**src/rtl/tdm_pkg.sv**
```systemverilog
// tdm_pkg: slot geometry shared by the TDM receive demux and transmit mux.
// Latency: n/a (constants only).
// Backpressure: n/a.
package tdm_pkg;

  localparam int unsigned SLOT_W    = 2;
  localparam int unsigned NUM_SLOTS = 4;
  localparam logic [SLOT_W-1:0] LAST_SLOT = 2'd3;

endpackage : tdm_pkg

```
**src/rtl/and_gate.sv**
```systemverilog
// and_gate: two-input AND primitive.
// Latency: combinational.
// Backpressure: none.
// Ports: a_i, b_i inputs, y_o = a_i & b_i.
module and_gate (
  input  logic a_i,
  input  logic b_i,
  output logic y_o
);

  assign y_o = a_i & b_i;

endmodule : and_gate

```
**src/rtl/demux_1to4_1bit.sv**
```systemverilog
// demux_1to4_1bit: decodes a 2-bit slot into four one-hot write enables gated by en_i.
// Latency: combinational.
// Backpressure: none.
// Ports: sel_i slot number, en_i qualifier (accepted bit), we_o[i] high when
//        en_i and sel_i == i.
module demux_1to4_1bit
  import tdm_pkg::*;
(
  input  logic [SLOT_W-1:0]    sel_i,
  input  logic                 en_i,
  output logic [NUM_SLOTS-1:0] we_o
);

  logic sel0_n, sel1_n;
  logic dec0, dec1, dec2, dec3;

  not_gate u_inv0 (.a_i(sel_i[0]), .y_o(sel0_n));
  not_gate u_inv1 (.a_i(sel_i[1]), .y_o(sel1_n));

  // Slot decode: each term is one of the four minterms of sel_i.
  and_gate u_dec0 (.a_i(sel1_n),   .b_i(sel0_n),   .y_o(dec0));
  and_gate u_dec1 (.a_i(sel1_n),   .b_i(sel_i[0]), .y_o(dec1));
  and_gate u_dec2 (.a_i(sel_i[1]), .b_i(sel0_n),   .y_o(dec2));
  and_gate u_dec3 (.a_i(sel_i[1]), .b_i(sel_i[0]), .y_o(dec3));

  // Only an accepted bit may produce a write enable.
  and_gate u_en0 (.a_i(dec0), .b_i(en_i), .y_o(we_o[0]));
  and_gate u_en1 (.a_i(dec1), .b_i(en_i), .y_o(we_o[1]));
  and_gate u_en2 (.a_i(dec2), .b_i(en_i), .y_o(we_o[2]));
  and_gate u_en3 (.a_i(dec3), .b_i(en_i), .y_o(we_o[3]));

endmodule : demux_1to4_1bit

```
**src/rtl/dff_en.sv**
```systemverilog
// dff_en: W-bit register with load enable and synchronous active-low reset.
// Latency: 1 cycle from d_i to q_o when en_i is high.
// Backpressure: none; holds value while en_i is low.
// Ports: clk, rst_n (sync, active-low), en_i load enable, d_i next value,
//        q_o registered value (RST_VAL after reset).
module dff_en #(
  parameter int unsigned W = 1,
  parameter logic [W-1:0] RST_VAL = '0
) (
  input  logic         clk,
  input  logic         rst_n,
  input  logic         en_i,
  input  logic [W-1:0] d_i,
  output logic [W-1:0] q_o
);

  logic [W-1:0] q_q;

  always_ff @(posedge clk) begin
    if (!rst_n) begin
      q_q <= RST_VAL;
    end else if (en_i) begin
      q_q <= d_i;
    end
  end

  assign q_o = q_q;

endmodule : dff_en

```
**src/rtl/not_gate.sv**
```systemverilog
// not_gate: single-bit inverter primitive.
// Latency: combinational.
// Backpressure: none.
// Ports: a_i input bit, y_o inverted output.
module not_gate (
  input  logic a_i,
  output logic y_o
);

  assign y_o = ~a_i;

endmodule : not_gate

```
**src/rtl/tdm_demux_1to4.sv**
```systemverilog
// tdm_demux_1to4: 1-bit serial stream distributed round-robin into four registered lanes.
// Latency: lanes and out_valid update on the edge that accepts the slot-3 bit.
// Backpressure: none; one bit accepted every cycle in_valid is high.
// Ports: clk, rst_n (sync, active-low); in serial bit, in_valid accept,
//        sync marks slot 0; out0..out3 lanes of last complete frame,
//        out_valid frame pulse, slot next slot to fill, sync_err misaligned sync pulse.
module tdm_demux_1to4
  import tdm_pkg::*;
(
  input  logic              clk,
  input  logic              rst_n,
  input  logic              in,
  input  logic              in_valid,
  input  logic              sync,
  output logic              out0,
  output logic              out1,
  output logic              out2,
  output logic              out3,
  output logic              out_valid,
  output logic [SLOT_W-1:0] slot,
  output logic              sync_err
);

  logic [SLOT_W-1:0]    slot_q, slot_d, eff_slot;
  logic [NUM_SLOTS-1:0] we;
  logic [LAST_SLOT-1:0] shadow_q;
  logic [NUM_SLOTS-1:0] lanes_q, lanes_d;
  logic                 out_valid_q;
  logic                 sync_err_q, sync_err_d;

  // sync forces the current bit into slot 0; this both aligns the first
  // frame and discards any partial frame on a misaligned sync.
  assign eff_slot = sync ? '0 : slot_q;
  // Natural 2-bit wrap takes slot 3 back to 0.
  assign slot_d   = eff_slot + SLOT_W'(1);

  demux_1to4_1bit u_router (
    .sel_i (eff_slot),
    .en_i  (in_valid),
    .we_o  (we)
  );

  dff_en #(.W(SLOT_W)) u_slot_reg (
    .clk   (clk),
    .rst_n (rst_n),
    .en_i  (in_valid),
    .d_i   (slot_d),
    .q_o   (slot_q)
  );

  // Shadows for slots 0..2; the slot-3 bit goes straight to the lane register.
  for (genvar i = 0; i < int'(LAST_SLOT); i++) begin : g_shadow
    dff_en #(.W(1)) u_shadow_reg (
      .clk   (clk),
      .rst_n (rst_n),
      .en_i  (we[i]),
      .d_i   (in),
      .q_o   (shadow_q[i])
    );
  end

  assign lanes_d = {in, shadow_q[2], shadow_q[1], shadow_q[0]};

  dff_en #(.W(NUM_SLOTS)) u_lanes_reg (
    .clk   (clk),
    .rst_n (rst_n),
    .en_i  (we[LAST_SLOT]),
    .d_i   (lanes_d),
    .q_o   (lanes_q)
  );

  dff_en #(.W(1)) u_out_valid_reg (
    .clk   (clk),
    .rst_n (rst_n),
    .en_i  (1'b1),
    .d_i   (we[LAST_SLOT]),
    .q_o   (out_valid_q)
  );

  assign sync_err_d = in_valid & sync & (slot_q != '0);

  dff_en #(.W(1)) u_sync_err_reg (
    .clk   (clk),
    .rst_n (rst_n),
    .en_i  (1'b1),
    .d_i   (sync_err_d),
    .q_o   (sync_err_q)
  );

  assign out0      = lanes_q[0];
  assign out1      = lanes_q[1];
  assign out2      = lanes_q[2];
  assign out3      = lanes_q[3];
  assign out_valid = out_valid_q;
  assign slot      = slot_q;
  assign sync_err  = sync_err_q;

endmodule : tdm_demux_1to4

```
**config.mk**
```make
export PLATFORM = sky130hd
export DESIGN_NAME = tdm_demux_1to4
export DESIGN_NICKNAME = d
export VERILOG_FILES = /design/src/rtl/tdm_pkg.sv /design/src/rtl/and_gate.sv /design/src/rtl/demux_1to4_1bit.sv /design/src/rtl/dff_en.sv /design/src/rtl/not_gate.sv /design/src/rtl/tdm_demux_1to4.sv
export SDC_FILE = /design/constraint.sdc
export NUM_CORES = 1
export LEC_CHECK = 0
export BUFFER_PORTS_ARGS = -buffer_cell sky130_fd_sc_hd__buf_2
export CORE_AREA = 2 2 39 41
export CTS_CLUSTER_DIAMETER = 80
export DETAILED_ROUTE_END_ITERATION = 12
export DIE_AREA = 0 0 41 43
export GPL_ROUTABILITY_DRIVEN = 0
export MAX_ROUTING_LAYER = met4
export PLACE_DENSITY_LB_ADDON = 0.25
export SYNTH_ARGS = -nofsm -noshare
export SYNTH_HDL_FRONTEND = slang
export SYNTH_SLANG_ARGS = --single-unit
```
**constraint.sdc**
```tcl
create_clock -name clk -period 2.2 [get_ports clk]
set_input_delay 0.22 -clock clk [delete_from_list [all_inputs] [get_ports clk]]
set_output_delay 0.22 -clock clk [all_outputs]
set_load 0.01 [all_outputs]
```
## Word level (Yosys, flattened, before mapping)

Index checks and enable logic that the tools add are counted.

| word-level totals | value |
|---|---|
| register bits after elaboration | 11 |
| bits of input ports | 5 |
| output and inout bits | 8 |
| logic and storage cells | 22 |

| cells by class | value |
|---|---|
| add/subtract/negate cells | 1 |
| mux-type cells | 1 |
| bitwise logic cells | 12 |
| reductions and logical operators | 1 |

Operators by type and width:

| operator | number |
|---|---|
| $and A1 B1 Y1 | 10 |
| $add A2 B1 Y2 const B | 1 |
| $mux W2 | 1 |
| $not A1 Y1 | 2 |
| $reduce_bool A2 Y1 | 1 |

## Logic depth before layout (Yosys ltp)

Gate-level depths: netlist of the first run.

| logic depth | value |
|---|---|
| depth in word-level cells | 4 |
| gate-level depth with buffers | 3 |

## Modules after synthesis

A second synthesis of the first run with hierarchy kept.

| second synthesis, totals | value |
|---|---|
| cells, all modules | 51 |
| area, all modules | 510.5 um^2 |

Modules (own cells, without submodules):

| module | times used | cells each | area each (um^2) | sequential area each (um^2) |
|---|---|---|---|---|
| dff_en at g_shadow[0].u_shadow_reg ... | 5 | 3 | 36.3 | 20.0 |
| dff_en at u_lanes_reg | 1 | 13 | 156.4 | 80.1 |
| dff_en at u_slot_reg | 1 | 6 | 72.6 | 40.0 |
| and_gate | 8 | 1 | 6.3 | 0.0 |
| tdm_demux_1to4 | 1 | 7 | 42.5 | 0.0 |
| not_gate | 2 | 1 | 3.8 | 0.0 |

## Worst setup path after synthesis of the first run

No wires, ideal clock.

| timing | value |
|---|---|
| path type | reg2reg |
| start point | register u_slot_reg.q_q[0], in the netlist u_slot_reg.q_o[0] |
| end point | register g_shadow[1].u_shadow_reg.q_q |
| library setup time | 0.117 ns |
| arrival | 0.919 ns |
| required time | 2.083 ns |
| path slack | 1.164 ns |
| stages on the path, launching flop included | 4 |
| path buffers | 0 |
| path through | dfxtp_1 and4bb_1 mux2i_1 nor2_1 |

| between the ends | value |
|---|---|
| longest elaborated chain between the ends | 3 |

Ends and longest elaborated chain:

| item | line | source |
|---|---|---|
| from (decl) | dff_en.sv:17 | `logic [W-1:0] q_q;` |
| from (signal assigned) | dff_en.sv:23 | `q_q <= d_i;` |
| $mux W2 | tdm_demux_1to4.sv:33 | `assign eff_slot = sync ? '0 : slot_q;` |
| $and A1 B1 Y1 (2 in series) | and_gate.sv:11 | `assign y_o = a_i & b_i;` |
| to (signal assigned) | dff_en.sv:23 |  |
| to (decl) | dff_en.sv:17 |  |

Every way passes these cells.
A chain may end at the register's enable or synchronous reset.

## Worst setup path after layout of the first run

| timing | value |
|---|---|
| start point | register u_slot_reg.q_q[0], in the netlist u_slot_reg.q_o[0] |
| end point | output slot[0] |

RTL lines:

| item | line | source |
|---|---|---|
| to (decl) | tdm_demux_1to4.sv:20 | `output logic [SLOT_W-1:0] slot,` |

No word-level cell between the ends.

==> qor.txt, run 1 <==
Final hold vios: 0
Worst-margin pin slew: 243 ps
Hold Path Class: in -> reg
Leakage: 0.271 nW
Final Cycle Share: 50.9%
Port bufs: 12
Yosys warns: 0
Core area: 0.00138 mm^2
Filler cells: 159
Critical Path AT: 900 ps
Reg-to-Reg End: u_lanes_reg.q_o[2]$_SDFFE_PN0P_
Commonest cells after routing, fill and taps aside: 12 x buf_2, 11 x nor2_1, 11 x dfxtp_1
DRT iter0 DRCs: 2
Max-Cap Viols: 0
# diodes: 0
Inserted Clock Buffers: 3
Fmax: 893 MHz
Cell Area, Synth: 415 um^2
CP max-delay cell: dfxtp_1
Setup Skew: 4.24 ps
Synth Register Bits: 11
Pwr Density: 706 mW/mm^2
Clock Sinks: 11
Pin count of the biggest net entering global routing: 10
Synth Instances: 41
Min Tclk post-route: 1120 ps
Syn Nets: 46
Cts repair resizes: 0
Initial core utilization: 30.0%
Die Ht: 43 um
Worst ir drop on vdd: 0.271 mV
TNS Setup: 0 ps
Setup Fix Bufs, Post-CTS: 0
Number of antenna-violating nets in the routed design: 0
Root Driver: clkbuf_4
Final setup violation count: 0
Outcome: finished, final reports clean
Unrepaired setup endpoints after global routing: false
Required time of the critical path: 1980 ps
First-pass GRT wire length: 1120 um
Worst skew pair latency: 270 ps
Total global-route track usage: 10.4%
CTS Hold Bufs: 0
Slew Limit Fails: 0
Via Count: 327
Most common cell after layout, fill and taps aside: buf_2
Vias in the first global route: 271
Clock Path Buffers: 2
Die area: 0.00176 mm^2
Crit-path cells: buf_2
Reg2Reg Setup Slack: 1100 ps
Die span in x: 41 um
Crit path capture type: output pin
H-tree level count: 1
CTS tree: done
GRT overflow: 0
# IOs: 13
WL/cell: 9.96 um
Worst Setup Start Kind: flip-flop
Final WL: 727 um
Register area: 220 um^2
Delay-heaviest family, CP: flip-flops
HP Start: in
Slew margin rel.: 83.8%
Initial antenna violation count: 0
R2R Path Start: u_slot_reg.q_o[0]$_SDFFE_PN0P_
Area growth from synthesis to layout: 25.9%
Total power: 0.369 mW
Post-synthesis sequential area ratio: 53.0%
First drt pass iteration count: 2
Rows: 14
Crit-path max FO: 8
Crit path to: slot[0]
Fin nets: 63
Hpwl dp: 531 um
Critical Path Stages: 1
Vias per cell: 4.48
Multi-input combinational cell area: 191 um^2
Max incr delay on CP: 450 ps
Crit path kind: reg -> out
Mapped Avg Cell Area: 10.1 um^2
Worst Reg-to-Reg Cells: 3
CTS clock-pin slew for the worst setup and hold paths: 70 ps
CP Buf/Inv Count: 1
Post-route DRC: 0
Crit. Startpoint: u_slot_reg.q_o[0]$_SDFFE_PN0P_
Synth cell types: 12
Share of cells above drive strength 1: 31.6%
## routing by layer
metal	share of wire (%)	vias to the layer above	track usage [%]	wire, um
li1	-	177	-	-
met1	50	140	12.7	364
met3	5.9	2	6.28	43
met4	1.7	0	8.00	12
met5	0	-	-	0
met2	42	8	11.9	307
## state kept, by name, summed over array words and instances (netlist names)
| register | cells |
|---|---|
| g_shadow.u_shadow_reg.q_o | 3 |
| u_lanes_reg.q_o | 4 |
| u_out_valid_reg.q_o | 1 |
| u_slot_reg.q_o | 2 |
| u_sync_err_reg.q_o | 1 |
## per-stage QoR
stage	cell area (um^2)	utilization (%)	cells	hold slack, ps	setup slack [ps]
2_1_floorplan	415	-	41	346	1160
3_3_place_gp	495	35.8	69	461	1120
3_5_place_dp	495	35.8	69	462	1100
4_1_cts	523	37.8	73	220	1070
5_1_grt	523	37.8	73	238	1010
6_report	523	37.8	73	225	1080
## layout make-up
type,instances,area share [%]
repair buffers,12,11.5
inverters,1,0.718
well taps,16,3.83
clock inverters,1,0.957
multi-input cells,29,36.6
flip-flops and latches,11,42.1
clock buffers,3,4.31
## cells in the mapped netlist, drive strengths merged
cell type / instances / area, um^2
mux2i: 7 / 70.1
dfxtp: 11 / 220
o21ai: 3 / 15.0
a21oi: 1 / 5.00
nand2: 2 / 7.51
nand3: 1 / 5.00
and4bb: 2 / 25.0
nand4b: 1 / 15.0
nand3b: 1 / 7.51
clkinv: 1 / 3.75
nor2: 11 / 41.3
## power by group
| part | switching (mW) | internal [mW] |
|---|---|---|
| Sequential | 0.00476 | 0.204 |
| Clock | 0.0680 | 0.0673 |
| Combinational | 0.0141 | 0.0114 |
| Total | 0.0869 | 0.282 |
## cell families (layout without fill, tap and decap cells)
family / count (synthesis) / count (layout) / synth area share [%]
AOI/OAI and AO/OA: 4 / 4 / 4.82
DFF: 11 / 11 / 53.0
muxes: 7 / 7 / 16.9
and+or+nand+nor: 18 / 18 / 24.4
buffers and inverters: 1 / 17 / 0.903
## worst reg2reg max path: cells and delay by family (launching register included)
family           cells  cell delay (ps)
flip-flops           1              450
AND/OR/NAND/NOR      2              320
multiplexers         1              220
## worst min-delay path by stage
stage / slack [ps] / cells after the start / endpoint
after global placement: 460 / 2 / g_shadow[0].u_shadow_reg.q_o$_SDFFE_PN0P_
final: 230 / 3 / g_shadow[0].u_shadow_reg.q_o$_SDFFE_PN0P_
after detailed placement: 460 / 2 / g_shadow[0].u_shadow_reg.q_o$_SDFFE_PN0P_
after CTS: 220 / 3 / u_sync_err_reg.q_o$_SDFF_PN0_
after floorplan: 350 / 2 / u_sync_err_reg.q_o$_SDFF_PN0_
after global routing: 240 / 3 / u_sync_err_reg.q_o$_SDFF_PN0_
No activity file was read; power rests on OpenSTA's default activity.
==> inputs of run 2 (changes only) <==
--- a/config.mk
+++ b/config.mk
@@ -5,6 +5,7 @@
 export SDC_FILE = /design/constraint.sdc
 export NUM_CORES = 1
 export LEC_CHECK = 0
+export ABC_AREA = 1
 export BUFFER_PORTS_ARGS = -buffer_cell sky130_fd_sc_hd__buf_2
 export CORE_AREA = 2 2 39 41
 export CTS_CLUSTER_DIAMETER = 80
==> constraint.sdc (replaced) <==
create_clock -name clk -period 0.9 [get_ports clk]
set_input_delay 0.09 -clock clk [delete_from_list [all_inputs] [get_ports clk]]
set_output_delay 0.09 -clock clk [all_outputs]
set_load 0.01 [all_outputs]
==> qor.txt, run 2 <==
Critical Path AT: 1160 ps
Initial core utilization: 31.9%
Worst-margin pin slew: 197 ps
Top post-synthesis cells by area: dfxtp_1 50%, nor2_1 13%, nand2_1 8.5%
Clock Sinks: 11
Worst skew pair latency: 280 ps
Via Count: 435
Sequential power share: 53.5%
Worst Setup Start Kind: flip-flop
Ys async rst share: 0%
Total global-route track usage: 13.7%
Leakage: 0.312 nW
Rows: 14
DRT iter0 DRCs: 9
Vias in the first global route: 397
Area growth from synthesis to layout: 37.1%
Fmax: 1060 MHz
Post-synth EDFFs: 0
Final hold vios: 0
First-pass GRT wire length: 1570 um
Total power: 0.949 mW
Post-route DRC: 0
Core area: 0.00138 mm^2
Crit-path max FO: 7
Post-DP Area: 547 um^2
Synth Area in Adders: 0%
Slew margin rel.: 86.9%
Die span in x: 41 um
Clk network pwr share: 36.7%
Post-Place Cells: 92
Final Cycle Share: 105%
Port bufs: 12
Slew Limit Fails: 0
Syn Nets: 66
CTS tree: done
Synth cell types: 13
Final setup violation count: 6
Commonest cells after routing, fill and taps aside: 13 x nor2_1, 12 x buf_2, 9 x nand2_1, 9 x dfxtp_1
Die area: 0.00176 mm^2
Filler cells: 149
Failing checks: setup timing
Design area: 606 um^2
Most common cell after layout, fill and taps aside: nor2_1
# diodes: 0
Crit path kind: reg -> reg
Largest family of logic cells by synthesized area: simple AND/OR/NAND/NOR gates
Max FFs per register: 4
Mapped Avg Cell Area: 7.24 um^2
Cell Area, Synth: 442 um^2
Hold Path Class: in -> reg
Crit path capture type: flip-flop
CTS Hold Bufs: 0
Post-synthesis sequential area ratio: 49.9%
Initial antenna violation count: 0
Fin nets: 87
Unrepaired setup endpoints after global routing: true
Share of cells above drive strength 1: 39.5%
Final WS setup: -43.7 ps
Vias per cell: 4.48
Mux cell area share after synthesis: 0%
Synth Register Bits: 11
Inserted Clock Buffers: 3
# IOs: 13
Pin count of the biggest net entering global routing: 9
Synth Area in XOR/XNOR: 0%
Required time of the critical path: 1110 ps
Most common cell in the netlist: nor2_1
GRT overflow: 0
Worst ir drop on vdd: 0.760 mV
H-tree level count: 1
Compound-Gate Fraction of Synth Area: 10.2%
Top FF cell, synth: dfxtp_1
Yosys warns: 0
Psw: 0.243 mW
Synth Instances: 61
Final WL: 1030 um
WL/cell: 10.6 um
Setup Skew: 3.63 ps
Die Ht: 43 um
Clock Path Buffers: 2
Outcome: complete, but fails checks
Top cells by count, synth: 15 x nor2_1, 11 x dfxtp_1, 10 x nand2_1, 6 x inv_1, 6 x o21ai_0
Min Tclk post-route: 944 ps
Top cell type's share of synthesized area: 49.9%
Non-Filler Instances: 97
Post-Synth Simple-Gate Area: 33.1%
Int Power: 0.706 mW
Sw frac: 25.6%
Top cell type by total area after synthesis: dfxtp_1
Pwr Density: 1570 mW/mm^2
Hpwl dp: 727 um
First drt pass iteration count: 4
Root Driver: clkbuf_4
CTS clock-pin slew for the worst setup and hold paths: 70 ps
Logic pwr share: 9.7%
Number of antenna-violating nets in the routed design: 0
Max-Cap Viols: 0
run 2: cell count changes after synthesis, sizes merged, moves of 2 or more:
| cell | previous run | this run |
|---|---|---|
| inv | 0 | 8 |
| o21ai | 3 | 6 |
| nor2 | 11 | 17 |
| and4bb | 2 | 0 |
| mux2i | 7 | 0 |
| nand4 | 0 | 2 |
| nand2 | 2 | 12 |
| a21oi | 1 | 3 |
run 2: worst max-delay path: stages (launching register included):
cell	delay [ps]
dfxtp_4	400
nand2_4	60
nor2_4	140
buf_4	130
o21ai_0	60
nor2_1	90
run 2: timing repair:
item	in CTS	in global routing
setup buffers	0	1
endpoints found under the setup margin	7	10
pin swaps	7	6
gates resized for setup	4	6
run 2: area by class of cell:
type | instances | area [um^2] | area share, %
Sequential cell | 11 | 228 | 37.6
Multi-Input combinational cell | 42 | 208 | 34.3
Timing Repair Buffer | 16 | 93.8 | 15.5
Inverter | 8 | 30.0 | 4.96
Clock buffer | 4 | 26.3 | 4.34
Tap cell | 16 | 20.0 | 3.31
run 2: logic make-up (layout without fill, tap and decap cells):
family                 after synthesis  in the layout
AO/OA/AOI/OAI                        9              9
AND/OR/NAND/NOR                     33             33
buffers and inverters                8             28
flip-flops                          11             11
run 2: per-stage QoR:
step                hold WS (ps)  util (%)  setup WS [ps]  setup TNS [ps]
floorplan                    210         -           15.9               0
global placement             384      39.5          -11.0           -16.2
detailed placement           385      39.5          -24.2           -56.1
CTS                         94.7      42.2          -9.71           -22.3
global route                 115      43.8          -85.9            -493
finish                      97.3      43.8          -43.7            -145
run 2: final timing paths:
check | start | to | slack, ps | cells past startpoint
worst max-delay path | u_slot_reg.q_o[1]$_SDFFE_PN0P_ | u_lanes_reg.q_o[1]$_SDFFE_PN0P_ | -40 | 5
worst min-delay path | in | u_lanes_reg.q_o[3]$_SDFFE_PN0P_ | 100 | 3
worst max register to register | u_slot_reg.q_o[1]$_SDFFE_PN0P_ | u_lanes_reg.q_o[1]$_SDFFE_PN0P_ | -40 | 5
worst min register to register | g_shadow[1].u_shadow_reg.q_o$_SDFFE_PN0P_ | g_shadow[1].u_shadow_reg.q_o$_SDFFE_PN0P_ | 490 | 2
run 2: metal layers:
metal	vias up	GRT usage [%]	routed length, um
met1	184	17.2	479
met5	-	-	0
li1	232	-	-
met4	0	8.00	26
met3	5	4.71	70
met2	14	18.4	452
run 2: power groups by stage:
stage / logic, mW / clock network (mW) / registers [mW]
after floorplan: 0.0391 / 0 / 0.523
after global placement: 0.0851 / 0 / 0.520
after detailed placement: 0.0841 / 0 / 0.520
after CTS: 0.0884 / 0.351 / 0.508
after global routing: 0.105 / 0.374 / 0.510
final: 0.0922 / 0.349 / 0.508
==> inputs of run 3 (changes only) <==
--- a/config.mk
+++ b/config.mk
@@ -16,4 +16,5 @@
 export PLACE_DENSITY_LB_ADDON = 0.25
 export SYNTH_ARGS = -nofsm -noshare
 export SYNTH_HDL_FRONTEND = slang
+export SYNTH_HIERARCHICAL = 1
 export SYNTH_SLANG_ARGS = --single-unit
==> qor.txt, run 3 <==
Outcome: complete, but fails checks
Failing checks: setup timing
Final Cycle Share: 118%
# diodes: 0
Commonest cells after routing, fill and taps aside: 27 x nand2_1, 17 x inv_1, 13 x nor2_1
First drt pass iteration count: 3
Critical Path AT: 1230 ps
Post-synthesis sequential area ratio: 38.4%
Multi-input combinational cell area: 294 um^2
Die Ht: 43 um
Clock Sinks: 11
Via Count: 586
CTS Hold Bufs: 0
Crit path capture type: flip-flop
Final setup violation count: 12
Psw: 0.279 mW
Fin nets: 131
Crit path kind: reg -> reg
Worst ir drop on vdd: 1.01 mV
Rows: 14
Synth Instances: 97
Die span in x: 41 um
GRT overflow: 0
Post-route DRC: 0
Top post-synthesis cells by area: dfxtp_1 38%, nand2_1 21%, inv_1 16%
Mapped Avg Cell Area: 5.91 um^2
Fmax: 942 MHz
Synth cell types: 9
Min Tclk post-route: 1060 ps
Top cells by count, synth: 32 x nand2_1, 25 x inv_1, 18 x nor2_1, 11 x dfxtp_1, 6 x nor2_2
H-tree level count: 1
Setup Skew: 3.59 ps
Port bufs: 12
Ys async rst share: 0%
Crit-path max FO: 3
Slew Limit Fails: 0
Reg2Reg Setup Slack: -160 ps
Total global-route track usage: 16.8%
Vias in the first global route: 518
Pin count of the biggest net entering global routing: 12
Yosys warns: 6
Pwr Density: 1270 mW/mm^2
Root Driver: clkbuf_4
Top FF cell, synth: dfxtp_1
Max FFs per register: 4
Register area: 228 um^2
Int Power: 0.776 mW
First-pass GRT wire length: 1950 um
CTS clock-pin slew for the worst setup and hold paths: 70 ps
Fin Hold WS: 139 ps
WL/cell: 8.33 um
Worst skew pair latency: 260 ps
Most common cell after layout, fill and taps aside: nand2_1
Hpwl dp: 847 um
Number of antenna-violating nets in the routed design: 0
Filler cells: 141
Clock Path Buffers: 2
Worst Setup Start Kind: flip-flop
Final hold vios: 0
Most common cell in the netlist: nand2_1
Dpl ws: -220 ps
Required time of the critical path: 1070 ps
Inserted Clock Buffers: 3
Max-Cap Viols: 0
Hold Path Class: in -> reg
Top cell type's share of synthesized area: 38.4%
Cell Area, Synth: 573 um^2
Sequential power share: 49.2%
DRT iter0 DRCs: 4
Synth Register Bits: 11
TNS Setup: -1350 ps
Leakage: 0.467 nW
Initial core utilization: 41.4%
Logic pwr share: 19.8%
Unrepaired setup endpoints after global routing: true
Share of cells above drive strength 1: 41.6%
Die area: 0.00176 mm^2
Clk network pwr share: 30.9%
Initial antenna violation count: 0
Post-synth EDFFs: 0
Sw frac: 26.5%
Core area: 0.00138 mm^2
# IOs: 13
CTS tree: done
Top cell type by total area after synthesis: dfxtp_1
Vias per cell: 4.16
Final WS setup: -162 ps
Final WL: 1170 um
Area growth from synthesis to layout: 45.2%
-- run 3: cell types whose count changed after synthesis, moves of 3 or more --
cell | previous run | this run
a21oi_1 | 3 | 0
o21ai_0 | 6 | 0
inv_1 | 6 | 25
nand2_1 | 10 | 32
nor2_1 | 15 | 18
nor2_2 | 1 | 6
-- run 3: cells by family (layout without fill, tap and decap cells) --
family | count (synthesis) | count (layout) | synth area share [%]
buffers and inverters | 26 | 51 | 18.3
flip-flops | 11 | 11 | 38.4
AO/OA/AOI/OAI | 1 | 1 | 1.53
other | 1 | 4 | 0.654
AND/OR/NAND/NOR | 58 | 58 | 41.0
-- run 3: routing by layer --
| metal | global-route usage, % | part of all wire [%] | up-vias | wire (um) |
|---|---|---|---|---|
| li1 | - | - | 322 | - |
| met1 | 18.6 | 43 | 254 | 508 |
| met2 | 26.6 | 52 | 10 | 610 |
| met3 | 9.42 | 4.7 | 0 | 55 |
| met4 | 2.00 | 0 | 0 | 0 |
| met5 | - | 0 | - | 0 |
-- run 3: path summary, 6_finish.rpt --
kind	from	end	depth (start not counted)
max	u_slot_reg/q_o[0]$_SDFFE_PN0P_	g_shadow[0].u_shadow_reg/q_o$_SDFFE_PN0P_	10
min	rst_n	u_slot_reg/q_o[0]$_SDFFE_PN0P_	3
max reg2reg	u_slot_reg/q_o[0]$_SDFFE_PN0P_	g_shadow[0].u_shadow_reg/q_o$_SDFFE_PN0P_	10
min reg2reg	u_lanes_reg/q_o[2]$_SDFFE_PN0P_	u_lanes_reg/q_o[2]$_SDFFE_PN0P_	2
-- run 3: repair_timing --
| action | 4_1_cts | 5_1_grt |
|---|---|---|
| cloned | 1 | 0 |
| gates resized for setup | 11 | 12 |
| pin swaps | 13 | 6 |
| setup buffers | 1 | 1 |
| hold endpoints to repair | 0 | 0 |
| endpoints found under the setup margin | 13 | 13 |
-- run 3: worst max-delay path, cell delays in order, from the launching register on --
cell     delay (ps)
dfxtp_4         360
inv_4            40
nor2_4           90
buf_6           110
inv_2            30
nand2_1          50
inv_1            30
nand2_1          50
inv_1            40
nor2_1          120
nor2_2           40
-- run 3: per-stage QoR --
stage | total power [mW] | std cells | cell area, um^2 | utilization (%)
4_1_cts | 1.06 | 140 | 802 | 58.0
2_1_floorplan | 0.631 | 100 | 609 | -
6_report | 1.05 | 141 | 832 | 60.1
3_5_place_dp | 0.712 | 135 | 738 | 53.3
5_1_grt | 1.13 | 141 | 832 | 60.1
3_3_place_gp | 0.707 | 135 | 738 | 53.3
-- run 3: area by class of cell --
| cell class | instances | area share, % |
|---|---|---|
| repair buffers | 21 | 18.6 |
| repair inverters | 1 | 0.902 |
| inverters | 25 | 12.2 |
| flip-flops and latches | 11 | 27.4 |
| multi-input cells | 63 | 35.3 |
| well taps | 16 | 2.41 |
| clock buffers | 4 | 3.16 |
-- run 3: power by group through the flow --
stage                     logic [mW]  clock network, mW  registers [mW]
after global routing           0.237              0.371           0.521
after detailed placement       0.182                  0           0.530
final                          0.209              0.326           0.519
after floorplan               0.0939                  0           0.537
after global placement         0.179                  0           0.528
after CTS                      0.201              0.337           0.519
